===== config.mk =====
export PLATFORM = sky130hd
export DESIGN_NAME = hmc_rx_axis_master
export DESIGN_NICKNAME = d
export VERILOG_FILES = /design/src/rtl/hmc_rx_axis_master.sv
export SDC_FILE = /design/constraint.sdc
export NUM_CORES = 2
export LEC_CHECK = 0
export BUFFER_PORTS_ARGS = -buffer_cell sky130_fd_sc_hd__buf_2
export CAP_MARGIN = 20
export CORE_ASPECT_RATIO = 0.7
export CORE_UTILIZATION = 32
export CTS_CLUSTER_SIZE = 20
export DETAILED_ROUTE_END_ITERATION = 16
export GPL_ROUTABILITY_DRIVEN = 0
export SLEW_MARGIN = 0
export SYNTH_ARGS = -nofsm -noshare
export SYNTH_HDL_FRONTEND = slang
export SYNTH_MEMORY_MAX_BITS = 65536
export SYNTH_SLANG_ARGS = --single-unit
export TNS_END_PERCENT = 1

===== constraint.sdc =====
create_clock -name clk -period 50.8 [get_ports clk]
set_input_delay 12.7 -clock clk [delete_from_list [all_inputs] [get_ports clk]]
set_output_delay 12.7 -clock clk [all_outputs]
set_load 0.03 [all_outputs]

===== src/rtl/hmc_rx_axis_master.sv =====
// HMC RX-side AXI4-Stream master: buffers per-cycle FLIT words in a small FIFO and
// presents them first-word-fall-through with FLIT masks packed into TUSER.
module hmc_rx_axis_master #(
  parameter int FPW            = 4,
  parameter int FLIT_WIDTH     = 128,
  parameter int DWIDTH         = FPW * FLIT_WIDTH,
  parameter int NUM_DATA_BYTES = DWIDTH / 8,
  parameter int FIFO_DEPTH     = 8,
  parameter int AF_THRESHOLD   = FIFO_DEPTH - 2
) (
  input  logic                          clk,
  input  logic                          rst,
  input  logic                          in_valid,
  input  logic [DWIDTH-1:0]             in_data,
  input  logic [FPW-1:0]                in_flit_valid,
  input  logic [FPW-1:0]                in_flit_hdr,
  input  logic [FPW-1:0]                in_flit_tail,
  output logic                          in_almost_full,
  output logic                          m_axis_rx_TVALID,
  input  logic                          m_axis_rx_TREADY,
  output logic [DWIDTH-1:0]             m_axis_rx_TDATA,
  output logic [NUM_DATA_BYTES-1:0]     m_axis_rx_TUSER,
  output logic [$clog2(FIFO_DEPTH):0]   fill_level,
  output logic                          overflow,
  output logic [15:0]                   drop_cnt
);

  localparam int AW = $clog2(FIFO_DEPTH);
  localparam int CW = AW + 1;
  localparam int UW = 3 * FPW;

  logic [DWIDTH-1:0] data_mem_r [FIFO_DEPTH];
  logic [UW-1:0]     user_mem_r [FIFO_DEPTH];
  logic [AW-1:0]     wr_ptr_r;
  logic [AW-1:0]     rd_ptr_r;
  logic [CW-1:0]     count_r;
  logic [CW-1:0]     count_nxt_s;
  logic              valid_r;
  logic              af_r;
  logic              overflow_r;
  logic [15:0]       drop_cnt_r;

  logic [FPW-1:0]    hdr_s;
  logic [FPW-1:0]    tail_s;
  logic              push_s;
  logic              pop_s;
  logic              accept_s;
  logic              drop_s;

  // Input sanitising and push/pop/accept decisions; a full queue still accepts when it pops.
  always_comb begin
    hdr_s       = in_flit_hdr & in_flit_valid;
    tail_s      = in_flit_tail & in_flit_valid;
    push_s      = in_valid & (|in_flit_valid);
    pop_s       = valid_r & m_axis_rx_TREADY;
    accept_s    = push_s & ((count_r < CW'(FIFO_DEPTH)) | pop_s);
    drop_s      = push_s & ~accept_s;
    count_nxt_s = count_r;
    if (accept_s && !pop_s) begin
      count_nxt_s = count_r + CW'(1);
    end else if (pop_s && !accept_s) begin
      count_nxt_s = count_r - CW'(1);
    end else begin
      count_nxt_s = count_r;
    end
  end

  // Queue control and status registers; valid/almost-full are registered copies of the next count.
  always_ff @(posedge clk) begin
    if (rst) begin
      wr_ptr_r   <= '0;
      rd_ptr_r   <= '0;
      count_r    <= '0;
      valid_r    <= 1'b0;
      af_r       <= 1'b0;
      overflow_r <= 1'b0;
      drop_cnt_r <= 16'd0;
    end else begin
      if (accept_s) begin
        wr_ptr_r <= wr_ptr_r + AW'(1);
      end
      if (pop_s) begin
        rd_ptr_r <= rd_ptr_r + AW'(1);
      end
      count_r <= count_nxt_s;
      valid_r <= (count_nxt_s != CW'(0));
      af_r    <= (count_nxt_s >= CW'(AF_THRESHOLD));
      if (drop_s) begin
        overflow_r <= 1'b1;
        if (drop_cnt_r != 16'hFFFF) begin
          drop_cnt_r <= drop_cnt_r + 16'd1;
        end
      end
    end
  end

  // Storage array; contents are don't-care until written, so it carries no reset.
  always_ff @(posedge clk) begin
    if (accept_s) begin
      data_mem_r[wr_ptr_r] <= in_data;
      user_mem_r[wr_ptr_r] <= {tail_s, hdr_s, in_flit_valid};
    end
  end

  // Stream view of the head entry, forced to zero whenever nothing is presented.
  always_comb begin
    if (valid_r) begin
      m_axis_rx_TDATA = data_mem_r[rd_ptr_r];
      m_axis_rx_TUSER = NUM_DATA_BYTES'(user_mem_r[rd_ptr_r]);
    end else begin
      m_axis_rx_TDATA = '0;
      m_axis_rx_TUSER = '0;
    end
  end

  assign m_axis_rx_TVALID = valid_r;
  assign in_almost_full   = af_r;
  assign fill_level       = count_r;
  assign overflow         = overflow_r;
  assign drop_cnt         = drop_cnt_r;

endmodule


* Yosys cells after proc, flatten, opt, wreduce, memory -nomap -nowiden *
Memories as Yosys holds them, arrays and structs flattened. A register that Yosys moved wholly into a read port is not among the register bits.
Index checks and enable logic that the tools add are counted.

word-level totals
  register bits after elaboration = 29
  bits in writable memories = 4192
  bits of input ports = 528
  output and inout bits = 599
  memories kept = 2

operators by class
  add/subtract/negate cells = 5
  magnitude comparators = 2
  eq/ne operators = 1
  multiplexer cells = 10
  bitwise gates (word level) = 8
  reduce and logical (&&, ||, !) cells = 7

memories
  memory      depth  bits a word  read ports  clocked after memory_dff  wr ports  RTL line  text
  data_mem_r  8      512          1           1                         1         32        logic [DWIDTH-1:0] data_mem_r [FIFO_DEPTH];
  user_mem_r  8      12           1           1                         1         33        logic [UW-1:0] user_mem_r [FIFO_DEPTH];

operators with widths
  kind                   count
  $mux 512               1
  $add 16x1->16 const B  1
  $ne 16x16->1 const B   1
  $mux 12                1
  $mux 3                 4
  $and 4x4->4            2
  $mux 4                 2
  $add 3x1->3 const B    2
  $add 4x1->4 const B    1
  $and 1x1->1            4
  $ge 4x3->1 const B     1
  $lt 4x4->1 const B     1
  $reduce_bool 4->1      1
  $reduce_or 4->1        1
  $sub 4x1->4 const B    1
  $logic_and 1x1->1      2
  $logic_not 1->1        2
  $mux 1                 2
  $reduce_and 2->1       1
  $not 1->1              1
  $or 1x1->1             1

* Depth between registers and ports, before layout *
  word-level depth = 8
  mapped depth = 7
  gate-level depth less buffers = 6

* Worst setup path after synthesis *
OpenSTA, ideal clock, no wires.

  path kind = input -> register
  start point = in m_axis_rx_TREADY
  end point = mem data_mem_r[0][0] (netlist name), enable pin
  setup time = 2055 ps
  arrival = 48551 ps
  data required time = 48745 ps
  setup slack = 193 ps
  stages = 4
  buffers on the path = 0
  cells stage by stage = nand2_1 -> a21oi_1 -> nand2b_1 -> nor3_1

between the ends
  cells in the longest elaborated chain, start to end = 5

RTL lines
  element                       RTL line  text
  start: declaration            20        input logic m_axis_rx_TREADY,
  $and 1x1->1                   55        pop_s = valid_r & m_axis_rx_TREADY;
  $or 1x1->1                    56        accept_s = push_s & ((count_r < CW'(FIFO_DEPTH)) | pop_s);
  $and 1x1->1                   56
  $mux 1                        99        if (accept_s) begin
  $mux 1 (implied by the code)  100       data_mem_r[wr_ptr_r] <= in_data;
  end: declaration              32

No other way between the ends.

==> results by group <==
Outcome
  – Status: finished clean

Min path
  – Worst hold start: overflow
  – Hold path cells: 2
  – Hold EP: overflow
  – Hold crit path type: reg2reg

Routing
  – Final routed wire length divided by cell count: 25.5 um
  – Final wirelength: 389 mm
  – Via count: 74700
  – Drc violations: 0
  – Vias per inst: 4.90
  – DRT Pass-1 Iters: 5
  – Final ANT Viol Nets: 0
  – Number of DRC markers in iteration 0: 7313

Floorplan
  – Die width: 853 um
  – Initial core utilization: 32.2%
  – I/O pins: 1127
  – Core footprint: 504000 um^2
  – Cell row count: 218
  – DIE HEIGHT: 598 um
  – Die ar.: 510000 um^2

Final layout
  – Area growth syn-to-layout: 16.2%
  – Share of post-route cells with drive strength above 1: 33.7%
  – Nets@finish: 8677
  – Filler cell count: 45100

Timing
  – Period utilisation layout: 38.8%
  – Least-Margin Pin Slew: 1100 ps
  – RSZ-0062 raised after global routing: false
  – Fmax: 50.7 MHz
  – # setup viols final: 0
  – Slew Limit Fails: 0
  – Period minus WS final: 19710 ps
  – Fin Clk Skew: 70.5 ps
  – Relative slew slack: 26.8%
  – Post-Route Setup TNS: 0 ps
  – Final Hold Vio Count: 0

Logic synthesis
  – Seq/Total Area, Yosys: 78.0%
  – Post-synthesis register bit count: 4224
  – EDFF count, synth: 4192
  – Synth area leaders: edfxtp_1, mux4_2, mux2i_1
  – Cell taking the most area after synthesis: edfxtp_1
  – Post-synth top area share: 77.6%
  – Post-synthesis cell area: 162000 um^2
  – Post-synth top cells: edfxtp_1, mux4_2, mux2i_1
  – Most common cell in the netlist: edfxtp_1
  – Mapped Cells: 6876
  – Post-synthesis async set-or-reset flop share: 0%
  – Mean Syn Cell Area: 23.6 um^2
  – Distinct cell type count after synthesis: 52
  – Synth Flop Type: edfxtp_1
  – Yosys warns: 0

Clock tree
  – Clock transition at path regs: 60 ps
  – CTS tree: yes
  – Total setup buffers inserted after CTS: 0
  – Post_cts resized: 0
  – Clk buf depth: 4
  – CTS Sinks: 4224
  – Worst-Skew Late Latency: 990 ps
  – Root Buffer: clkbuf_16
  – Cts bufs inserted: 400
  – H-tree depth: 5
  – Cts-stage hold buffer count: 0

Power
  – Tot Pwr: 8.68 mW
  – Power per cell area: 46.1 nW/um^2
  – Static leakage: 58.3 nW
  – Peak supply drop: 0.0000392 V

Global route
  – Vias in the first global route: 76200
  – Overall Global Routing Usage: 14.6%
  – Largest net degree at the start of global routing: 130
  – First-pass GRT wire length: 556 mm
  – GRT overflow: 0
  – Initial antenna violation count: 184

Worst setup path
  – CP required: 38100 ps
  – Crit path DAT: 7010 ps
  – Critical Path Fanout Max: 43
  – Element type at the critical path end: output port
  – R2R Path Start: m_axis_rx_TVALID
  – Reg2Reg Setup Slack: 43180 ps
  – Worst Setup Start Kind: flop
  – Worst reg2reg endpoint: data_mem_r[7][183]
  – Worst reg-to-reg path cell count: 10
  – Setup CP Type: reg2out

Placement
  – # port buffers: 1074
  – Detailed Place HPWL: 229 mm

Run
  – Maxcap violations: 0
## how the worst max path moves through the flow
stage	startpoint	to	cells past startpoint
after floorplan	m_axis_rx_TREADY	data_mem_r[0][0]	4
after global placement	flop	m_axis_rx_TDATA[121]	9
after detailed placement	flop	m_axis_rx_TDATA[121]	9
after CTS	flop	m_axis_rx_TDATA[121]	9
after global routing	flop	m_axis_rx_TDATA[121]	10
final	flop	m_axis_rx_TDATA[121]	10
## layout by cell type (no fill, tap or decap), types with 15 or more instances in the layout
| master | synthesis | routed |
|---|---|---|
| edfxtp_1 | 4192 | 4192 |
| clkinv_2 | 0 | 58 |
| clkinv_1 | 0 | 95 |
| clkinv_16 | 0 | 18 |
| buf_2 | 164 | 1074 |
| nor2b_1 | 524 | 524 |
| mux4_2 | 1048 | 1048 |
| conb_1 | 1 | 52 |
| nand2_1 | 15 | 15 |
| buf_4 | 52 | 130 |
| bufinv_16 | 0 | 48 |
| dfxtp_1 | 32 | 28 |
| nor2_1 | 27 | 21 |
| diode_2 | 0 | 50 |
| mux2i_1 | 527 | 527 |
| clkbuf_16 | 0 | 401 |
| clkbuf_1 | 92 | 75 |
| buf_12 | 0 | 17 |
## critical path, stage by stage, from the launching register on
cell and delay [ps]:
dfxtp_4 840, buf_4 650, buf_4 690, buf_4 390
buf_16 330, buf_4 730, buf_4 760, mux4_2 600
mux2i_1 430, nor2b_1 140, buf_2 210
## cell families (layout without fill, tap and decap cells)
family | count (synthesis) | in the layout | share of synthesized area, %
AND/OR/NAND/NOR | 612 | 612 | 2.32
other | 1 | 102 | 0.00231
flip-flops | 4224 | 4224 | 78.0
buffers and inverters | 411 | 1960 | 1.58
XOR/XNOR | 10 | 10 | 0.0540
AO/OA/AOI/OAI | 37 | 37 | 0.177
adder cells (fa/ha/maj) | 5 | 5 | 0.0386
multiplexers | 1576 | 1576 | 17.8
## layer usage
layer | global-route usage (%) | wire length, um
met3 | 3.66 | 30100
met1 | 20.0 | 163000
met2 | 23.8 | 186000
met5 | 0 | 713
met4 | 3.18 | 8840
## final cells by class
cell class / count / area (um^2) / share of cell area (%)
tap: 6710 / 8400 / 4.45
clock buffer: 476 / 10300 / 5.47
clock inverter: 258 / 3020 / 1.60
sequential: 4224 / 127000 / 67.1
inverter: 4 / 15.0 / 0.00797
multi-input combinational: 2292 / 33300 / 17.7
timing repair buffer: 1222 / 6720 / 3.57
antenna: 50 / 125 / 0.0664
## flip-flops by register name, indices dropped and copies added (netlist names), named ones only
name / cells
data_mem_r: 4096
drop_cnt: 16
fill_level: 4
in_almost_full: 1
m_axis_rx_TVALID: 1
overflow: 1
rd_ptr_r: 3
user_mem_r: 96
wr_ptr_r: 3
## through the flow
step | setup slack (ps) | area [um^2] | instances | hold WS, ps | utilization [%]
floorplan | 193 | 162000 | 6927 | 454 | -
global placement | 31580 | 175000 | 14500 | 450 | 34.7
detailed placement | 31460 | 175000 | 14500 | 462 | 34.7
CTS | 30270 | 188000 | 15200 | 477 | 37.4
global route | 30360 | 188000 | 15200 | 518 | 37.4
finish | 31090 | 188000 | 15200 | 475 | 37.4
## where the power goes
part	switching, mW	internal (mW)
clock	1.31	1.71
sequential	0.0393	3.96
combinational	1.04	0.614
Note: power is estimated with default switching activity, not from simulation.
